`src/rtl/key_expand_dec_if.sv`:
```
// Request/response bundle between the key loader side and the AES-128 round-key store.
interface key_expand_dec_if;
    logic [127:0] key_in;
    logic         key_valid;
    logic [3:0]   rk_sel;
    logic [127:0] rk_out;
    logic         busy;
    logic         done;

    modport master (output key_in, output key_valid, output rk_sel,
                    input  rk_out, input  busy,      input  done);
    modport slave  (input  key_in, input  key_valid, input  rk_sel,
                    output rk_out, output busy,      output done);
endinterface

```
`src/rtl/key_expand_dec.sv`:
```
// AES-128 key schedule: expands one cipher key into round keys 0..10, one per clock,
// and serves them by index (registered read) to the decryption datapath.
module key_expand_dec #(
    parameter int NR = 10
) (
    input  logic           clk,
    input  logic           rst_n,
    key_expand_dec_if.slave bus
);

    if (NR != 10) begin : g_bad_nr
        $error("key_expand_dec supports only NR = 10 (AES-128)");
    end

    localparam logic [1:0] IDLE   = 2'd0;
    localparam logic [1:0] EXPAND = 2'd1;
    localparam logic [1:0] DONE   = 2'd2;

    localparam logic [7:0] SBOX [0:255] = '{
        8'h63, 8'h7c, 8'h77, 8'h7b, 8'hf2, 8'h6b, 8'h6f, 8'hc5, 8'h30, 8'h01, 8'h67, 8'h2b, 8'hfe, 8'hd7, 8'hab, 8'h76,
        8'hca, 8'h82, 8'hc9, 8'h7d, 8'hfa, 8'h59, 8'h47, 8'hf0, 8'had, 8'hd4, 8'ha2, 8'haf, 8'h9c, 8'ha4, 8'h72, 8'hc0,
        8'hb7, 8'hfd, 8'h93, 8'h26, 8'h36, 8'h3f, 8'hf7, 8'hcc, 8'h34, 8'ha5, 8'he5, 8'hf1, 8'h71, 8'hd8, 8'h31, 8'h15,
        8'h04, 8'hc7, 8'h23, 8'hc3, 8'h18, 8'h96, 8'h05, 8'h9a, 8'h07, 8'h12, 8'h80, 8'he2, 8'heb, 8'h27, 8'hb2, 8'h75,
        8'h09, 8'h83, 8'h2c, 8'h1a, 8'h1b, 8'h6e, 8'h5a, 8'ha0, 8'h52, 8'h3b, 8'hd6, 8'hb3, 8'h29, 8'he3, 8'h2f, 8'h84,
        8'h53, 8'hd1, 8'h00, 8'hed, 8'h20, 8'hfc, 8'hb1, 8'h5b, 8'h6a, 8'hcb, 8'hbe, 8'h39, 8'h4a, 8'h4c, 8'h58, 8'hcf,
        8'hd0, 8'hef, 8'haa, 8'hfb, 8'h43, 8'h4d, 8'h33, 8'h85, 8'h45, 8'hf9, 8'h02, 8'h7f, 8'h50, 8'h3c, 8'h9f, 8'ha8,
        8'h51, 8'ha3, 8'h40, 8'h8f, 8'h92, 8'h9d, 8'h38, 8'hf5, 8'hbc, 8'hb6, 8'hda, 8'h21, 8'h10, 8'hff, 8'hf3, 8'hd2,
        8'hcd, 8'h0c, 8'h13, 8'hec, 8'h5f, 8'h97, 8'h44, 8'h17, 8'hc4, 8'ha7, 8'h7e, 8'h3d, 8'h64, 8'h5d, 8'h19, 8'h73,
        8'h60, 8'h81, 8'h4f, 8'hdc, 8'h22, 8'h2a, 8'h90, 8'h88, 8'h46, 8'hee, 8'hb8, 8'h14, 8'hde, 8'h5e, 8'h0b, 8'hdb,
        8'he0, 8'h32, 8'h3a, 8'h0a, 8'h49, 8'h06, 8'h24, 8'h5c, 8'hc2, 8'hd3, 8'hac, 8'h62, 8'h91, 8'h95, 8'he4, 8'h79,
        8'he7, 8'hc8, 8'h37, 8'h6d, 8'h8d, 8'hd5, 8'h4e, 8'ha9, 8'h6c, 8'h56, 8'hf4, 8'hea, 8'h65, 8'h7a, 8'hae, 8'h08,
        8'hba, 8'h78, 8'h25, 8'h2e, 8'h1c, 8'ha6, 8'hb4, 8'hc6, 8'he8, 8'hdd, 8'h74, 8'h1f, 8'h4b, 8'hbd, 8'h8b, 8'h8a,
        8'h70, 8'h3e, 8'hb5, 8'h66, 8'h48, 8'h03, 8'hf6, 8'h0e, 8'h61, 8'h35, 8'h57, 8'hb9, 8'h86, 8'hc1, 8'h1d, 8'h9e,
        8'he1, 8'hf8, 8'h98, 8'h11, 8'h69, 8'hd9, 8'h8e, 8'h94, 8'h9b, 8'h1e, 8'h87, 8'he9, 8'hce, 8'h55, 8'h28, 8'hdf,
        8'h8c, 8'ha1, 8'h89, 8'h0d, 8'hbf, 8'he6, 8'h42, 8'h68, 8'h41, 8'h99, 8'h2d, 8'h0f, 8'hb0, 8'h54, 8'hbb, 8'h16
    };

    function automatic logic [7:0] rcon(input logic [3:0] r);
        case (r)
            4'd1:    return 8'h01;
            4'd2:    return 8'h02;
            4'd3:    return 8'h04;
            4'd4:    return 8'h08;
            4'd5:    return 8'h10;
            4'd6:    return 8'h20;
            4'd7:    return 8'h40;
            4'd8:    return 8'h80;
            4'd9:    return 8'h1b;
            4'd10:   return 8'h36;
            default: return 8'h00;
        endcase
    endfunction

    logic [1:0]   state;
    logic [3:0]   cnt;
    logic [127:0] rk [0:10];
    logic [127:0] rk_out_q;

    logic [3:0]   prev_idx;
    logic [127:0] prev_rk;
    logic [31:0]  temp, nw0, nw1, nw2, nw3;

    // One round of the schedule, always derived from the entry written on the previous edge.
    always_comb begin
        prev_idx = (cnt == 4'd0) ? 4'd0 : cnt - 4'd1;
        prev_rk  = rk[prev_idx];
        temp = {SBOX[prev_rk[23:16]], SBOX[prev_rk[15:8]], SBOX[prev_rk[7:0]], SBOX[prev_rk[31:24]]}
               ^ {rcon(cnt), 24'h0};
        nw0 = prev_rk[127:96] ^ temp;
        nw1 = prev_rk[95:64]  ^ nw0;
        nw2 = prev_rk[63:32]  ^ nw1;
        nw3 = prev_rk[31:0]   ^ nw2;
    end

    always_ff @(posedge clk or negedge rst_n) begin
        if (!rst_n) begin
            state <= IDLE;
            cnt   <= '0;
            for (int unsigned i = 0; i <= 10; i++) begin
                rk[i] <= '0;
            end
        end else begin
            case (state)
                IDLE, DONE: begin
                    if (bus.key_valid) begin
                        rk[0] <= bus.key_in;
                        cnt   <= 4'd1;
                        state <= EXPAND;
                    end
                end
                EXPAND: begin
                    rk[cnt] <= {nw0, nw1, nw2, nw3};
                    cnt     <= cnt + 4'd1;
                    if (cnt == 4'd10) begin
                        state <= DONE;
                    end
                end
                default: state <= IDLE;
            endcase
        end
    end

    // Read port runs every cycle regardless of FSM state; indices past 10 read as zero.
    always_ff @(posedge clk or negedge rst_n) begin
        if (!rst_n) begin
            rk_out_q <= '0;
        end else if (bus.rk_sel <= 4'd10) begin
            rk_out_q <= rk[bus.rk_sel];
        end else begin
            rk_out_q <= '0;
        end
    end

    assign bus.rk_out = rk_out_q;
    assign bus.busy   = (state == EXPAND);
    assign bus.done   = (state == DONE);

endmodule

```
`src/flat_wrapper.sv`:
```
// flat-port wrapper written by rule: the top's interface ports become plain ports
module key_expand_dec_flat 
#(
    parameter int NR = 10
)
  (clk, rst_n, bus_key_in, bus_key_valid, bus_rk_sel, bus_rk_out, bus_busy, bus_done);
  key_expand_dec_if bus_i ();
  input  logic clk;
  input  logic rst_n;
  input wire logic [$bits(bus_i.key_in)-1:0] bus_key_in;
  input wire logic [$bits(bus_i.key_valid)-1:0] bus_key_valid;
  input wire logic [$bits(bus_i.rk_sel)-1:0] bus_rk_sel;
  output wire logic [$bits(bus_i.rk_out)-1:0] bus_rk_out;
  output wire logic [$bits(bus_i.busy)-1:0] bus_busy;
  output wire logic [$bits(bus_i.done)-1:0] bus_done;
  assign bus_i.key_in = bus_key_in;
  assign bus_i.key_valid = bus_key_valid;
  assign bus_i.rk_sel = bus_rk_sel;
  assign bus_rk_out = bus_i.rk_out;
  assign bus_busy = bus_i.busy;
  assign bus_done = bus_i.done;
  key_expand_dec #(.NR(NR)) u_core (.clk(clk), .rst_n(rst_n), .bus(bus_i));
endmodule
```
`config.mk`:
```
export PLATFORM = sky130hd
export DESIGN_NAME = key_expand_dec_flat
export DESIGN_NICKNAME = d
export VERILOG_FILES = /design/src/rtl/key_expand_dec_if.sv /design/src/rtl/key_expand_dec.sv /design/src/flat_wrapper.sv
export SDC_FILE = /design/constraint.sdc
export NUM_CORES = 2
export LEC_CHECK = 0
export BUFFER_PORTS_ARGS = -buffer_cell sky130_fd_sc_hd__buf_2
export CAP_MARGIN = 20
export CORE_MARGIN = 1.5
export CORE_UTILIZATION = 40
export DETAILED_ROUTE_END_ITERATION = 10
export PLACE_DENSITY = 0.63
export SLEW_MARGIN = 20
export SYNTH_ARGS = -nofsm -noshare
export SYNTH_HDL_FRONTEND = slang
export SYNTH_SLANG_ARGS = --single-unit
```
`constraint.sdc`:
```
create_clock -name clk -period 24.1 [get_ports clk]
set_clock_uncertainty 0.1 [all_clocks]
set_input_delay 2.41 -clock clk [delete_from_list [all_inputs] [get_ports clk]]
set_output_delay 2.41 -clock clk [all_outputs]
set_load 0.02 [all_outputs]
```
* After elaboration in Yosys (flattened, before gate mapping)
Memories as Yosys holds them, arrays and structs flattened.
Index checks and enable logic that the tools add are counted.
** Operators by class
- Add/sub/neg operators :: 2
- Multipliers :: 0
- Div/mod/pow operators :: 0
- Magnitude comparators :: 9
- Equality and inequality tests :: 5
- Shift operators :: 0
- Multiplexer cells :: 26
- Bitwise logic cells :: 12
- Reductions and logical operators :: 7
** Operator list (number)
- $bwmux 1408 :: 1
- $bmux 128 s4 :: 2
- $mux 128 :: 7
- $demux 128 s4 :: 1
- $pmux 128 s2 :: 1
- $xor 32x32->32 :: 5
- $mux 8 :: 8
- $ge 9x9->1 const B :: 4
- $not 8->9 :: 4
- $ge 5x5->1 const B :: 3
- $not 4->5 :: 3
- $mux 4 :: 2
- $pmux 4 s2 :: 1
- $lt 5x1->1 const B :: 1
- $add 4x1->4 const B :: 1
- $eq 4x4->1 const B :: 1
- $le 4x4->1 const B :: 1
- $logic_not 4->1 :: 1
- $mux 2 :: 2
- $pmux 2 s2 :: 1
- $reduce_and 2->1 :: 2
- $sub 4x1->4 const B :: 1
- $eq 2x1->1 const B :: 1
- $eq 2x2->1 const B :: 1
- other kinds (6) :: 6
** Word-level totals
- Bits in registers :: 1542
- Latch bits :: 0
- RAM bits :: 0
- ROM bits :: 8320
- Bits of input ports :: 135
- Output and inout bits :: 130
- Word-level logic and storage cells :: 80
- Memories :: 5
** Memories
- (no name shown) :: words 256, width 8, read ports 1, clocked after memory_dff 0, wr ports 0, line key_expand_dec.sv:67 : temp = {SBOX[prev_rk[23:16]], SBOX[prev_rk[15:8]], SBOX[prev_rk[7:0]], SBOX[prev_rk[31:24]]}
- (no name shown) :: words 256, width 8, read ports 1, clocked after memory_dff 0, wr ports 0, line key_expand_dec.sv:67
- (no name shown) :: words 256, width 8, read ports 1, clocked after memory_dff 0, wr ports 0, line key_expand_dec.sv:67
- (no name shown) :: words 256, width 8, read ports 1, clocked after memory_dff 0, wr ports 0, line key_expand_dec.sv:67
- (no name shown) :: words 16, width 8, read ports 1, clocked after memory_dff 0, wr ports 0, line key_expand_dec.sv:39 : case (r)

* Depth between registers and ports, before layout
- Depth in word-level cells :: 17
- Mapped depth :: 37
- Mapped depth without buffers :: 21

* Worst setup path after synthesis
No wires, ideal clock.
- Path type :: register to register
- Start :: register u_core.cnt[0]
- End :: register u_core.rk[384] in the netlist's numbering
- Setup time :: 0.129 ns
- Arrival :: 7.397 ns
- Slack :: 16.473 ns
- Cell stages (with the launch flop) :: 36
- Buffers on the path :: 15
- Clock period less this slack :: 7.627 ns
- Cells stage by stage :: dfrtp_1 buf_4 inv_2 buf_2 buf_2 buf_2 buf_2 buf_2 buf_1 buf_2 buf_2 ha_1 buf_2 o21ba_2 o21ai_1 and2_1 buf_4 a211o_1 clkbuf_1 nand2_1 inv_1 buf_2 ha_1 clkbuf_1 inv_1 mux2i_1 nand2_1 and3_1 or4_1 o211a_1 o2111ai_2 xor2_1 xor2_1 xnor2_1 buf_2 o21ai_1
** Between the ends
- Cells in the longest elaborated chain, start to end :: 16
- Elaborated cells on any way between the ends :: 23
- Classes of those cells :: add/sub (1); order compare (2); mux (9); bitwise (8); reduce/logical (2); memory (1)
** RTL lines
- start, declared :: line key_expand_dec.sv:55 : logic [3:0] cnt;
- start signal, assigned :: line key_expand_dec.sv:93 : cnt <= cnt + 4'd1;
- $sub 4x1->4 or $logic_not 4->1 (tied branches) :: line key_expand_dec.sv:65 : prev_idx = (cnt == 4'd0) ? 4'd0 : cnt - 4'd1;
- $mux 4 :: line key_expand_dec.sv:65
- $not 4->5 (not written as such) :: line key_expand_dec.sv:66 : prev_rk = rk[prev_idx];
- $bmux 128 s4 :: line key_expand_dec.sv:66
- $mux 128 (not written as such) (2 in a row) :: line key_expand_dec.sv:66
- $not 8->9 (not written as such) :: line key_expand_dec.sv:67
- $mem_v2 256x8
- $mux 8 (not written as such) (2 in a row) :: line key_expand_dec.sv:67
- $xor 32x32->32 :: line key_expand_dec.sv:68 : ^ {rcon(cnt), 24'h0};
- $xor 32x32->32 :: line key_expand_dec.sv:69 : nw0 = prev_rk[127:96] ^ temp;
- $xor 32x32->32 :: line key_expand_dec.sv:70 : nw1 = prev_rk[95:64] ^ nw0;
- $xor 32x32->32 :: line key_expand_dec.sv:71 : nw2 = prev_rk[63:32] ^ nw1;
- $xor 32x32->32 :: line key_expand_dec.sv:72 : nw3 = prev_rk[31:0] ^ nw2;
- $bwmux 1408 (*) :: line key_expand_dec.sv:92 : rk[cnt] <= {nw0, nw1, nw2, nw3};
- end signal, assigned by index :: line key_expand_dec.sv:92
- end, declared :: line key_expand_dec.sv:56 : logic [127:0] rk [0:10];
Mark *: on every way between the ends. The rest lies on a longest branch, timed or not. The select of a mux whose other input is x is not followed.
A chain may end at the register's enable or synchronous reset.

* Worst setup path after layout
- Start :: register u_core.cnt[0]
- End :: register u_core.rk[1343] in the netlist's numbering
** Between the ends
- Cells in the longest elaborated chain, start to end :: 16
- Elaborated cells on any way between the ends :: 24
- Classes of those cells :: add/sub (1); order compare (2); mux (10); bitwise (7); reduce/logical (2); memory (2)
** RTL lines
- $sub 4x1->4 or $logic_not 4->1 (tied branches) :: line key_expand_dec.sv:65
- $mux 4 :: line key_expand_dec.sv:65
- $not 4->5 (not written as such) :: line key_expand_dec.sv:66
- $bmux 128 s4 :: line key_expand_dec.sv:66
- $mux 128 (not written as such) (2 in a row) :: line key_expand_dec.sv:66
- $not 8->9 (not written as such) :: line key_expand_dec.sv:67
- $mem_v2 256x8
- $mux 8 (not written as such) (2 in a row) :: line key_expand_dec.sv:67
- $xor 32x32->32 :: line key_expand_dec.sv:68
- $xor 32x32->32 :: line key_expand_dec.sv:69
- $xor 32x32->32 :: line key_expand_dec.sv:70
- $xor 32x32->32 :: line key_expand_dec.sv:71
- $bwmux 1408 (*) :: line key_expand_dec.sv:92
- $pmux 128 s2 (*) :: line key_expand_dec.sv:83 : case (state)
Marked as above.

==> metrics.txt <==
GRT Util Overall=35.8%; Hold Crit Class=reg -> reg; Crit path largest cell delay=930 ps; number of max-cap violations=0; detailed-route vias per instance=6.78; CP required=24,710 ps; Slew HR=13.2%; minimum clock period=10,340 ps; DRT antenna net count=0; fin. max-slew vios=0; Ys Warns=0; initial antenna violation count=17; CTS tree=yes; vias in the first global route=86,400; Worst Setup End Kind=register; number of flops mapped to enable cells by yosys=0; dominant synthesized flop cell=dfrtp_1; H-tree Lvls=4; DR pass1 iterations=10; Num CTS Buffers=173; Yosys reg bits=1,542; detailed-route DRC error count=0; setup bufs post-CTS=0; RSZ-0062 raised after global routing=no; post-CTS sizing=0; fraction of layout cells with a size suffix above 1=13.9%; IO buf count=264; pre-CTS setup slack=14,080 ps; WP data arrival=10,950 ps; pin count of the biggest net entering global routing=186; drt total wl=436,000 µm; Clock transition at path regs=60 ps; Clock Latency Late Sink=890 ps; Worst R2R Setup Slack=13,760 ps; CP Cell Sequence=inv_8 > ha_2 > or2_2 > buf_4 > nand2_4 > buf_4 > a311oi_1 > o32a_1 > inv_1 > ha_1 > buf_4 > a21boi_0 > o22a_1 > o221ai_1 > a311oi_1 > a31oi_1 > o211ai_1 > xor2_1 > buf_4 > xor2_1 > xor2_1 > o221ai_1; fraction of registers with async set/reset=100%; Seq/Total Area, Yosys=41.2%; CP max-delay cell=xor2_1; syn_area_per_cell=8.99 µm²; startpoint types=register; Core ar.=233,000 µm²; # IOs=265; Final GP Congestion=1.02; Max FO, Critical Path=60; final HPWL from detailed placement=276,000 µm; # fillers=22,300; grt ovf=0; fmax=96.7 MHz; kind of critical path=reg -> reg; die span in y=487 µm; worst-case clock buffer depth=3; outcome=complete, no violations; Hold Violations, Final=0; critical path's top delay family=compound AO/OA/AOI/OAI gates; Post-Syn Nets=10,600; worst slew pin tran=1300 ps; CP most frequent cell=buf_4; area of the multi-input gates=51,000 µm²; Syn Inst Count=10,400; chip width=487 µm; Netlist cell types=117; CTS Hold Bufs=0; Cell Rows=177; area grow syn2layout=10.7%; nets@finish=10,200; Mapped Area=93,700 µm²; register cell area after layout=38,600 µm²; DR iter-0 viols=12,900; Die ar.=237,000 µm²; Wirelength per Cell=32.8 µm; final setup fails=0; first-pass GRT wire length=627,000 µm; CP bufs+invs=6; routed via count=90,200; Initial Utilization=40.2%; TNS Setup=0 ps; Final period util=42.9%; final worst slack=13,760 ps; CTS Sinks=1,542; clk root buf=clkbuf_16
==> metrics by stage <==
stage               instances  utilization [%]  cell area [µm²]  hold slack, ps
global placement        13000             41.8            97300             373
detailed placement      13000             41.8            97300             386
finish                  13300             44.6           104000             397
CTS                     13300             44.5           104000             399
global route            13300             44.6           104000             421
floorplan               10400                -            93700             357
==> area by class of cell <==
class | count | share of cell area, %
Clock buffer | 252 | 4.94
Multi-Input combinational cell | 7700 | 49.1
Inverter | 44 | 0.169
Sequential cell | 1542 | 37.2
Tap cell | 3132 | 3.78
Timing Repair Buffer | 558 | 3.67
Antenna cell | 9 | 0.0217
Clock inverter | 74 | 1.08
==> cell usage in the layout, fill, tap and decap left out, types with 36 or more instances in the layout <==
cell type,synthesis,routed
clkbuf_8,0,48
a211oi_1,147,146
xor2_1,75,62
or3_1,37,36
ha_1,63,61
a22o_1,95,95
a221oi_1,49,48
dfrtp_1,1542,1540
inv_1,36,36
o22ai_1,308,304
mux2_2,90,89
nand3_1,219,213
a21oi_1,470,469
o211ai_1,102,102
o311ai_0,42,41
buf_4,37,276
a22oi_1,50,50
mux4_2,283,283
a31oi_1,109,109
nand2_1,1943,1933
o21ai_0,1478,1477
nor2_1,436,427
o221ai_1,124,124
buf_2,226,258
o21ai_1,54,53
xnor2_1,119,98
a311oi_1,66,65
clkbuf_16,0,174
and3_1,65,64
a222oi_1,96,96
and2_1,61,60
nor3_1,92,91
mux2i_1,491,491
==> path summary, 6_finish.rpt <==
| kind | from | end | cells past startpoint |
|---|---|---|---|
| worst min register to register | u_core.rk[445] | u_core.rk[445] | 2 |
| min in group asynchronous | rst_n | u_core.rk[979] | 1 |
| worst max register to register | u_core.cnt[0] | u_core.rk[1343] | 22 |
| max in group asynchronous | rst_n | u_core.rk[406] | 5 |
| worst max-delay path | u_core.cnt[0] | u_core.rk[1343] | 22 |
| worst min-delay path | u_core.rk[445] | u_core.rk[445] | 2 |
==> worst register-to-register path, cell delays in order (launching register included) <==
cell and delay, ps:
dfrtp_4 590, inv_8 510, ha_2 580, or2_2 360, buf_4 530, nand2_4 430, buf_4 450, a311oi_1 350
o32a_1 750, inv_1 450, ha_1 360, buf_4 230, a21boi_0 810, o22a_1 270, o221ai_1 100, a311oi_1 450
a31oi_1 90, o211ai_1 400, xor2_1 250, buf_4 270, xor2_1 940, xor2_1 680, o221ai_1 230
==> per-layer routing <==
layer,vias up,GRT usage [%],routed length [µm]
met5,-,0,95
met1,44700,47.1,166000
met3,1351,9.51,52700
li1,37500,-,-
met2,6626,52.8,187000
met4,14,21.4,30300
==> cells in the mapped netlist, types with 50 or more instances <==
| cell type | n | area (µm²) |
|---|---|---|
| nand2_1 | 1943 | 7290 |
| dfrtp_1 | 1542 | 38600 |
| o21ai_0 | 1478 | 7400 |
| clkbuf_1 | 733 | 2750 |
| mux2i_1 | 491 | 4910 |
| a21oi_1 | 470 | 2350 |
| nor2_1 | 436 | 1640 |
| o22ai_1 | 308 | 1930 |
| mux4_2 | 283 | 6370 |
| buf_2 | 226 | 1130 |
| nand3_1 | 219 | 1100 |
| a211oi_1 | 147 | 1100 |
| buf_1 | 125 | 469 |
| o221ai_1 | 124 | 1090 |
| xnor2_1 | 119 | 1040 |
| a31oi_1 | 109 | 682 |
| o211ai_1 | 102 | 766 |
| a222oi_1 | 96 | 961 |
| a22o_1 | 95 | 832 |
| nor3_1 | 92 | 460 |
| mux2_2 | 90 | 1010 |
| xor2_1 | 75 | 657 |
| a311oi_1 | 66 | 578 |
| and3_1 | 65 | 407 |
| ha_1 | 63 | 788 |
| and2_1 | 61 | 382 |
| o21ai_1 | 54 | 270 |
| a22oi_1 | 50 | 375 |
==> state kept, by name (all words and copies together) (netlist names) <==
signal / flops
u_core.rk: 1408
u_core.cnt: 4
u_core.state: 2
u_core.bus.rk_out: 128
==> kinds of logic (layout without fill, tap and decap cells) <==
logic type / after synthesis / in the layout / share of synthesized area (%)
compound gates: 3561 / 3561 / 24.1
simple gates: 3010 / 3010 / 13.5
flops: 1542 / 1542 / 41.2
buf+inv: 1175 / 928 / 5.23
mux: 865 / 865 / 13.2
xor+xnor: 201 / 201 / 1.97
fa+ha+maj: 63 / 63 / 0.842
other cells: 0 / 9 / 0
Power is not shown: default switching activity piles up to over one toggle a cycle in this logic, so the estimate is an artifact.
